### config.mk
export PLATFORM = sky130hd
export DESIGN_NAME = fifo_uart_tx
export DESIGN_NICKNAME = d
export VERILOG_FILES = /design/src/rtl/fifo_uart_tx.sv
export SDC_FILE = /design/constraint.sdc
export NUM_CORES = 1
export LEC_CHECK = 0
export CORE_MARGIN = 8
export CORE_UTILIZATION = 49
export CTS_BUF_LIST = sky130_fd_sc_hd__clkbuf_2 sky130_fd_sc_hd__clkbuf_4 sky130_fd_sc_hd__clkbuf_8
export DETAILED_ROUTE_END_ITERATION = 10
export PLACE_DENSITY = 0.8
export SYNTH_ARGS = -nofsm -noshare
export SYNTH_HDL_FRONTEND = slang
export SYNTH_SLANG_ARGS = --single-unit
### constraint.sdc
create_clock -name clk -period 2.7 [get_ports clk]
set_clock_uncertainty 0.05 [all_clocks]
set_input_delay 0.54 -clock clk [delete_from_list [all_inputs] [get_ports clk]]
set_output_delay 0.54 -clock clk [all_outputs]
set_load 0.03 [all_outputs]
### src/rtl/fifo_uart_tx.sv
// fifo_uart_tx: drains a 4-bit character FIFO, sending each nibble as an ASCII hex
// character on an 8N1 UART line (LSB first).
//
// Ports:
//   clk        - system clock, rising edge
//   rst        - asynchronous active-low reset
//   start      - one-cycle drain request, honoured only when idle
//   fifo_empty - FIFO empty flag
//   fifo_data  - FIFO read data, valid the cycle after fifo_re
//   fifo_re    - FIFO read enable (single-cycle pulses)
//   tx         - UART serial output, idle high
//   busy       - high from start acceptance until return to idle
//   done       - one-cycle pulse on the final return to idle
//
// Optional feature: define FIFO_UART_TX_CRLF_EN to append a CR/LF line
// terminator after the FIFO has been drained.
module fifo_uart_tx #(
    parameter int CLKS_PER_BIT = 434
) (
    input  logic       clk,
    input  logic       rst,
    input  logic       start,
    input  logic       fifo_empty,
    input  logic [3:0] fifo_data,
    output logic       fifo_re,
    output logic       tx,
    output logic       busy,
    output logic       done
);
    localparam int BW = $clog2(CLKS_PER_BIT);
    localparam logic [BW-1:0] BAUD_LAST = BW'(CLKS_PER_BIT - 1);

`ifdef FIFO_UART_TX_CRLF_EN
    typedef enum logic [2:0] {S_IDLE, S_REQ, S_WAIT, S_START, S_DATA, S_STOP, S_EOL} state_t;
`else
    typedef enum logic [2:0] {S_IDLE, S_REQ, S_WAIT, S_START, S_DATA, S_STOP} state_t;
`endif

    state_t        state_q, state_d;
    logic [BW-1:0] baud_q, baud_d;
    logic [2:0]    bit_q, bit_d;
    logic [7:0]    shift_q, shift_d;
    logic          tx_q, tx_d;
    logic          busy_q, busy_d;
    logic          done_q, done_d;
    logic          bit_end;
    logic          pop;
`ifdef FIFO_UART_TX_CRLF_EN
    // Number of terminator characters already loaded: 0 none, 1 CR, 2 CR+LF.
    logic [1:0]    eol_q, eol_d;
`endif

    assign bit_end = baud_q == BAUD_LAST;
    // Combinational so the pop lands in the REQ cycle itself and can never
    // coincide with an empty FIFO.
`ifdef FIFO_UART_TX_CRLF_EN
    assign pop = state_q == S_REQ && !fifo_empty && eol_q == 2'd0;
`else
    assign pop = state_q == S_REQ && !fifo_empty;
`endif
    assign fifo_re = pop;
    assign tx      = tx_q;
    assign busy    = busy_q;
    assign done    = done_q;

    always_comb begin
        state_d = state_q;
        bit_d   = bit_q;
        shift_d = shift_q;
        tx_d    = tx_q;
        busy_d  = busy_q;
        done_d  = 1'b0;
`ifdef FIFO_UART_TX_CRLF_EN
        eol_d   = eol_q;
`endif
        // Counts only while a bit is on the line; every other state holds it at
        // zero, so each bit-timing state is entered with a fresh count.
        baud_d  = (state_q inside {S_START, S_DATA, S_STOP}) && !bit_end ? baud_q + 1'b1 : '0;
        case (state_q)
            S_IDLE: begin
`ifdef FIFO_UART_TX_CRLF_EN
                eol_d = 2'd0;
`endif
                if (start) begin
                    state_d = S_REQ;
                    busy_d  = 1'b1;
                end
            end
            S_REQ: begin
`ifdef FIFO_UART_TX_CRLF_EN
                if (pop) state_d = S_WAIT;
                else if (eol_q == 2'd2) begin
                    state_d = S_IDLE;
                    busy_d  = 1'b0;
                    done_d  = 1'b1;
                end
                else state_d = S_EOL;
`else
                if (pop) state_d = S_WAIT;
                else begin
                    state_d = S_IDLE;
                    busy_d  = 1'b0;
                    done_d  = 1'b1;
                end
`endif
            end
            S_WAIT: begin
                shift_d = fifo_data < 4'd10 ? 8'h30 + {4'h0, fifo_data} : 8'h37 + {4'h0, fifo_data};
                tx_d    = 1'b0;
                state_d = S_START;
            end
`ifdef FIFO_UART_TX_CRLF_EN
            S_EOL: begin
                shift_d = eol_q == 2'd0 ? 8'h0D : 8'h0A;
                eol_d   = eol_q + 2'd1;
                tx_d    = 1'b0;
                state_d = S_START;
            end
`endif
            S_START: begin
                if (bit_end) begin
                    state_d = S_DATA;
                    bit_d   = 3'd0;
                    tx_d    = shift_q[0];
                end
            end
            S_DATA: begin
                if (bit_end) begin
                    if (bit_q == 3'd7) begin
                        state_d = S_STOP;
                        tx_d    = 1'b1;
                    end
                    else begin
                        bit_d   = bit_q + 3'd1;
                        shift_d = shift_q >> 1;
                        tx_d    = shift_q[1];
                    end
                end
            end
            S_STOP: begin
                if (bit_end) state_d = S_REQ;
            end
            default: state_d = S_IDLE;
        endcase
    end

    always_ff @(posedge clk or negedge rst) begin
        if (!rst) begin
            state_q <= S_IDLE;
            baud_q  <= '0;
            bit_q   <= '0;
            shift_q <= '0;
            tx_q    <= 1'b1;
            busy_q  <= 1'b0;
            done_q  <= 1'b0;
`ifdef FIFO_UART_TX_CRLF_EN
            eol_q   <= '0;
`endif
        end
        else begin
            state_q <= state_d;
            baud_q  <= baud_d;
            bit_q   <= bit_d;
            shift_q <= shift_d;
            tx_q    <= tx_d;
            busy_q  <= busy_d;
            done_q  <= done_d;
`ifdef FIFO_UART_TX_CRLF_EN
            eol_q   <= eol_d;
`endif
        end
    end
endmodule
# ---- After elaboration in Yosys (flattened, before gate mapping)
# Index checks and enable logic that the tools add are counted.
# W data, S select, Z words.
dict set report word_totals {
  regBits 26
}
dict set report op_classes {
  n_mux 25
  n_addsub 4
  n_eq_ne 14
  order_cmp 1
  n_reduce_logical 15
}
# operator n
set op_table {}
lappend op_table {{$mux W3} 8}
lappend op_table {{$pmux W3 S6} 1}
lappend op_table {{$mux W8} 2}
lappend op_table {{$pmux W8 S2} 1}
lappend op_table {{$add A6 B4 Y7 const A} 2}
lappend op_table {{$ne A2 B2 Y1 const B} 6}
lappend op_table {{$add A9 B1 Y9 const B} 1}
lappend op_table {{$eq A3 B3 Y1 const B} 3}
lappend op_table {{$eq A9 B9 Y1 const B} 1}
lappend op_table {{$mux W9} 1}
lappend op_table {{$reduce_and A3 Y1} 3}
lappend op_table {{$mux W1} 7}
lappend op_table {{$mux W7} 1}
lappend op_table {{$eq A3 B2 Y1 const B} 2}
lappend op_table {{$pmux W3 S2} 1}
lappend op_table {{$reduce_bool A2 Y1} 3}
lappend op_table {{$reduce_bool A3 Y1} 2}
lappend op_table {{$reduce_and A5 Y1} 1}
lappend op_table {{$lt A4 B4 Y1 const B} 1}
lappend op_table {{$reduce_and A4 Y1} 1}
lappend op_table {{$add A3 B1 Y3 const B} 1}
lappend op_table {{$eq A3 B1 Y1 const B} 1}
lappend op_table {{$logic_not A3 Y1} 1}
lappend op_table {{$pmux W1 S3} 1}
lappend op_table {{5 further kinds} 7}

# ---- Longest topological paths before layout
dict set report depth {
  depth_word 4
  depth_mapped 6
  ltp_nobuf 6
}

# ---- Least setup slack after synthesis
# No wires, ideal clock.
dict set report synth_timing {
  path_kind {flip-flop to output port}
  startpoint {register state_q[0]}
  endpoint {output port fifo_re}
  slack_ps 360
  t_required_ps 2110
  stages_incl_launch_ff 4
  arrival_time_ps 1750
  path_buffers 1
  cell_sequence {dfrtp_1 -> clkbuf_1 -> inv_1 -> nor4_1}
}
dict set report synth_via {
  elab_chain_cells 2
}
# item line
set synth_lines {}
lappend synth_lines {{from (decl)} 39} ;# state_t state_q, state_d;
lappend synth_lines {{from (signal assigned)} 161} ;# state_q <= state_d;
lappend synth_lines {{$eq A3 B1 Y1} 59} ;# assign pop = state_q == S_REQ && !fifo_empty;
lappend synth_lines {{$logic_and A1 B1 Y1} 59}
lappend synth_lines {{to (decl)} 25} ;# output logic fifo_re,
# No other way between the ends.

# ---- Worst setup path in the final report
dict set report layout_timing {
  startpoint {register bit_q[0]}
  endpoint {register shift_q[4]}
}
dict set report layout_via {
  elab_chain_cells 3
}
# item line
set layout_lines {}
lappend layout_lines {{from (decl)} 41} ;# logic [2:0] bit_q, bit_d;
lappend layout_lines {{from (signal assigned)} 163} ;# bit_q <= bit_d;
lappend layout_lines {{$eq A3 B3 Y1} 129} ;# if (bit_q == 3'd7) begin
lappend layout_lines {{$ne A2 B2 Y1 (no line)} -}
lappend layout_lines {{$reduce_and A3 Y1 (no line)} -}
lappend layout_lines {{to (signal assigned)} 164} ;# shift_q <= shift_d;
lappend layout_lines {{to (decl)} 42} ;# logic [7:0] shift_q, shift_d;
# No other way between the ends.
# A chain may end at the register's enable or synchronous reset.

==> run summary <==
final cycle utilization of the critical path = 86.07%
Tmin final = 2.324 ns
DR vias/cell = 5.978
Leak = 0.6642 nW
Clk Latency, worst-skew pair = 0.32 ns
CTS buffer count = 3
CTS Sinks = 25
top post-synthesis cells by count = dfrtp_1 (24), nand2_1 (9), nor2_1 (9), o21ai_0 (9)
total wire length = 2.795 mm
site row count = 19
# setup viols final = 0
PwrDens = 732.9 mW/mm^2
area of the core = 0.002734 sq mm
full die area = 0.004807 sq mm
capturing element type of the critical path = flop
share of the synthesized area in the top cell type = 43.09%
YS warnings = 0
Ports = 12
Post-Synthesis Cells = 135
port bufs = 11
grt total ovfl = 0
routability congestion estimate = 0.8527
Setup Fix Bufs, Post-CTS = 0
Internal Power = 0.7336 mW
Post-Syn Area per Cell = 10.32 sq um
clock power share = 14.3%
Setup CP Type = reg2reg
fmax = 430.3 MHz
post-synthesis cell type count = 44
Final Max Slew Viols = 0
DRT antenna net count = 0
placed cells = 176
EDFF count, synth = 0
clock root buffer = clkbuf_4
Synth Flop Type = dfrtp_1
Synth area leader = dfrtp_1
most frequent cell after synthesis = dfrtp_1
fin cells = 180
GRT Util Overall = 12.15%
FFs w/ async S/R, synth = 100.0%
share of cells above drive strength 1 = 12.75%
relative slew slack = 67.25%
worst-path fanout max = 7
sequential-to-total area share from yosys stat = 44.97%
Syn-to-layout area delta = 13.55%
detailed placement HPWL = 2.032 mm
die height = 69.34 um
Initial Utilization = 50.98%
Final nets = 163
H-tree depth = 1
MaxCap Viol Count = 0
clk buf depth = 2
CP dominant cell by count = ha_1
Combinational Power Share = 38.2%
Req. time, crit path = 2.87 ns
routed len/inst = 15.53 um
Worst-Margin Slew = 0.4862 ns
synth top area cells = dfrtp_1 (43%), ha_1 (4.5%), mux2_2 (4.0%), a22o_1 (3.8%), o21ai_0 (3.2%)
Slowest cell on crit path = or4_4
First-pass DRT Iterations = 4
outcome = finished clean
Synthesized Nets = 148
area of the mapped netlist = 0.001394 sq mm
RSZ-0062 raised after global routing = false
Setup crit start kind = flop
delay-heaviest family, CP = simple AND/OR/NAND/NOR gates
Residual DRC = 0
first-pass GRT wire length = 4.981 mm
Worst Path Arrival = 2.49 ns
setup TNS = 0 ns
number of global-route vias before repair = 1088
VDD IR max = 0.5769 mV
crit path buf inv count = 0
Reg clk slew, reported paths = 0.13 ns
DR vias = 1076
sequential power share = 47.6%
switching power = 0.4265 mW
switching share of power = 36.76%
slowest stage delay, CP = 0.58 ns
Die W = 69.34 um
crit path cell chain = ha_1 -> ha_1 -> or4_4 -> a21oi_4 -> mux2_2
Core Util, Final = 57.89%
CTS tree = yes
Final Hold Viols = 0
initial drt markers = 47
Inserted Diodes = 0
initial antenna violation count = 0
synthesis-stage register bit count = 25
Hold Path Class = reg2reg
largest net degree at the start of global routing = 26
[repair_timing]
action,in CTS,in global routing
hold endpoints to repair,0,0
hold buffers,0,0
resized for setup,0,1
endpoints found under the setup margin,0,1
[power groups by stage]
stage          combinational, mW  clock (mW)  sequential [mW]
2_1_floorplan              0.327           0            0.533
3_3_place_gp               0.431           0            0.550
3_5_place_dp               0.445           0            0.557
4_1_cts                    0.447       0.169            0.550
5_1_grt                    0.496       0.188            0.565
6_report                   0.443       0.165            0.552
[registers in the layout (all words and copies together), names as in the netlist]
name	cells
baud_q	9
busy	1
tx	1
shift_q	7
bit_q	3
state_q	3
done	1
[kinds of logic (layout without fill, tap and decap cells)]
kind of cell	count (synthesis)	in the layout	synth area share (%)
xor+xnor	7	7	4.399
fa+ha+maj	5	5	4.488
buf+inv	11	25	3.051
compound gates	34	34	16.97
simple gates	45	45	19.84
flops	25	25	44.97
mux	8	8	6.283
[final cells by class]
class | instances | area (sq um)
Timing Repair Buffer | 15 | 142.6
Clock buffer | 3 | 22.52
Clock inverter | 1 | 5.005
Tap cell | 31 | 38.79
Multi-Input combinational cell | 99 | 724.4
Fill cell | 224 | 1151
Inverter | 6 | 22.52
Sequential cell | 25 | 626.9
[cells in the final DEF, fill, tap and decap left out, types with 3 or more instances in the layout]
cell / n
nand2_1: 9
nor3_1: 3
nand3_1: 3
o21ai_0: 9
nand4b_1: 3
nor2_1: 9
xor2_1: 3
a21oi_1: 6
dfrtp_1: 24
a22o_1: 6
ha_1: 5
mux2_2: 5
inv_1: 6
buf_4: 4
clkbuf_4: 3
xnor2_1: 4
clkdlybuf4s50_1: 10
[per-stage QoR]
step	power (mW)	setup slack [ns]	area, sq um	hold WS (ns)
floorplan	0.8603	0.3603	1394	0.1944
global placement	0.9812	0.1336	1553	0.4148
detailed placement	1.002	0.09742	1553	0.4303
CTS	1.166	0.07946	1580	0.4493
global route	1.249	0.2908	1583	0.4622
finish	1.160	0.3760	1583	0.4493
[metal layers]
metal  up-vias  GRT usage [%]  routed length [um]
li1        524              -                   -
met1       527          13.59                1227
met2        21          21.31                1415
met3         4          4.006                 111
met4         0          3.417                  41
met5         -              0                   0
[worst paths after layout]
path / cells past startpoint / endpoint / from / slack (ns)
max: 5 / shift_q[4] / bit_q[0] / 0.38
min: 1 / baud_q[0] / baud_q[0] / 0.45
max reg2reg: 5 / shift_q[4] / bit_q[0] / 0.38
min reg2reg: 1 / baud_q[0] / baud_q[0] / 0.45
max in group asynchronous: 2 / tx / rst / 1.80
min in group asynchronous: 2 / bit_q[0] / rst / 0.51
(Power assumes the default switching activity.)
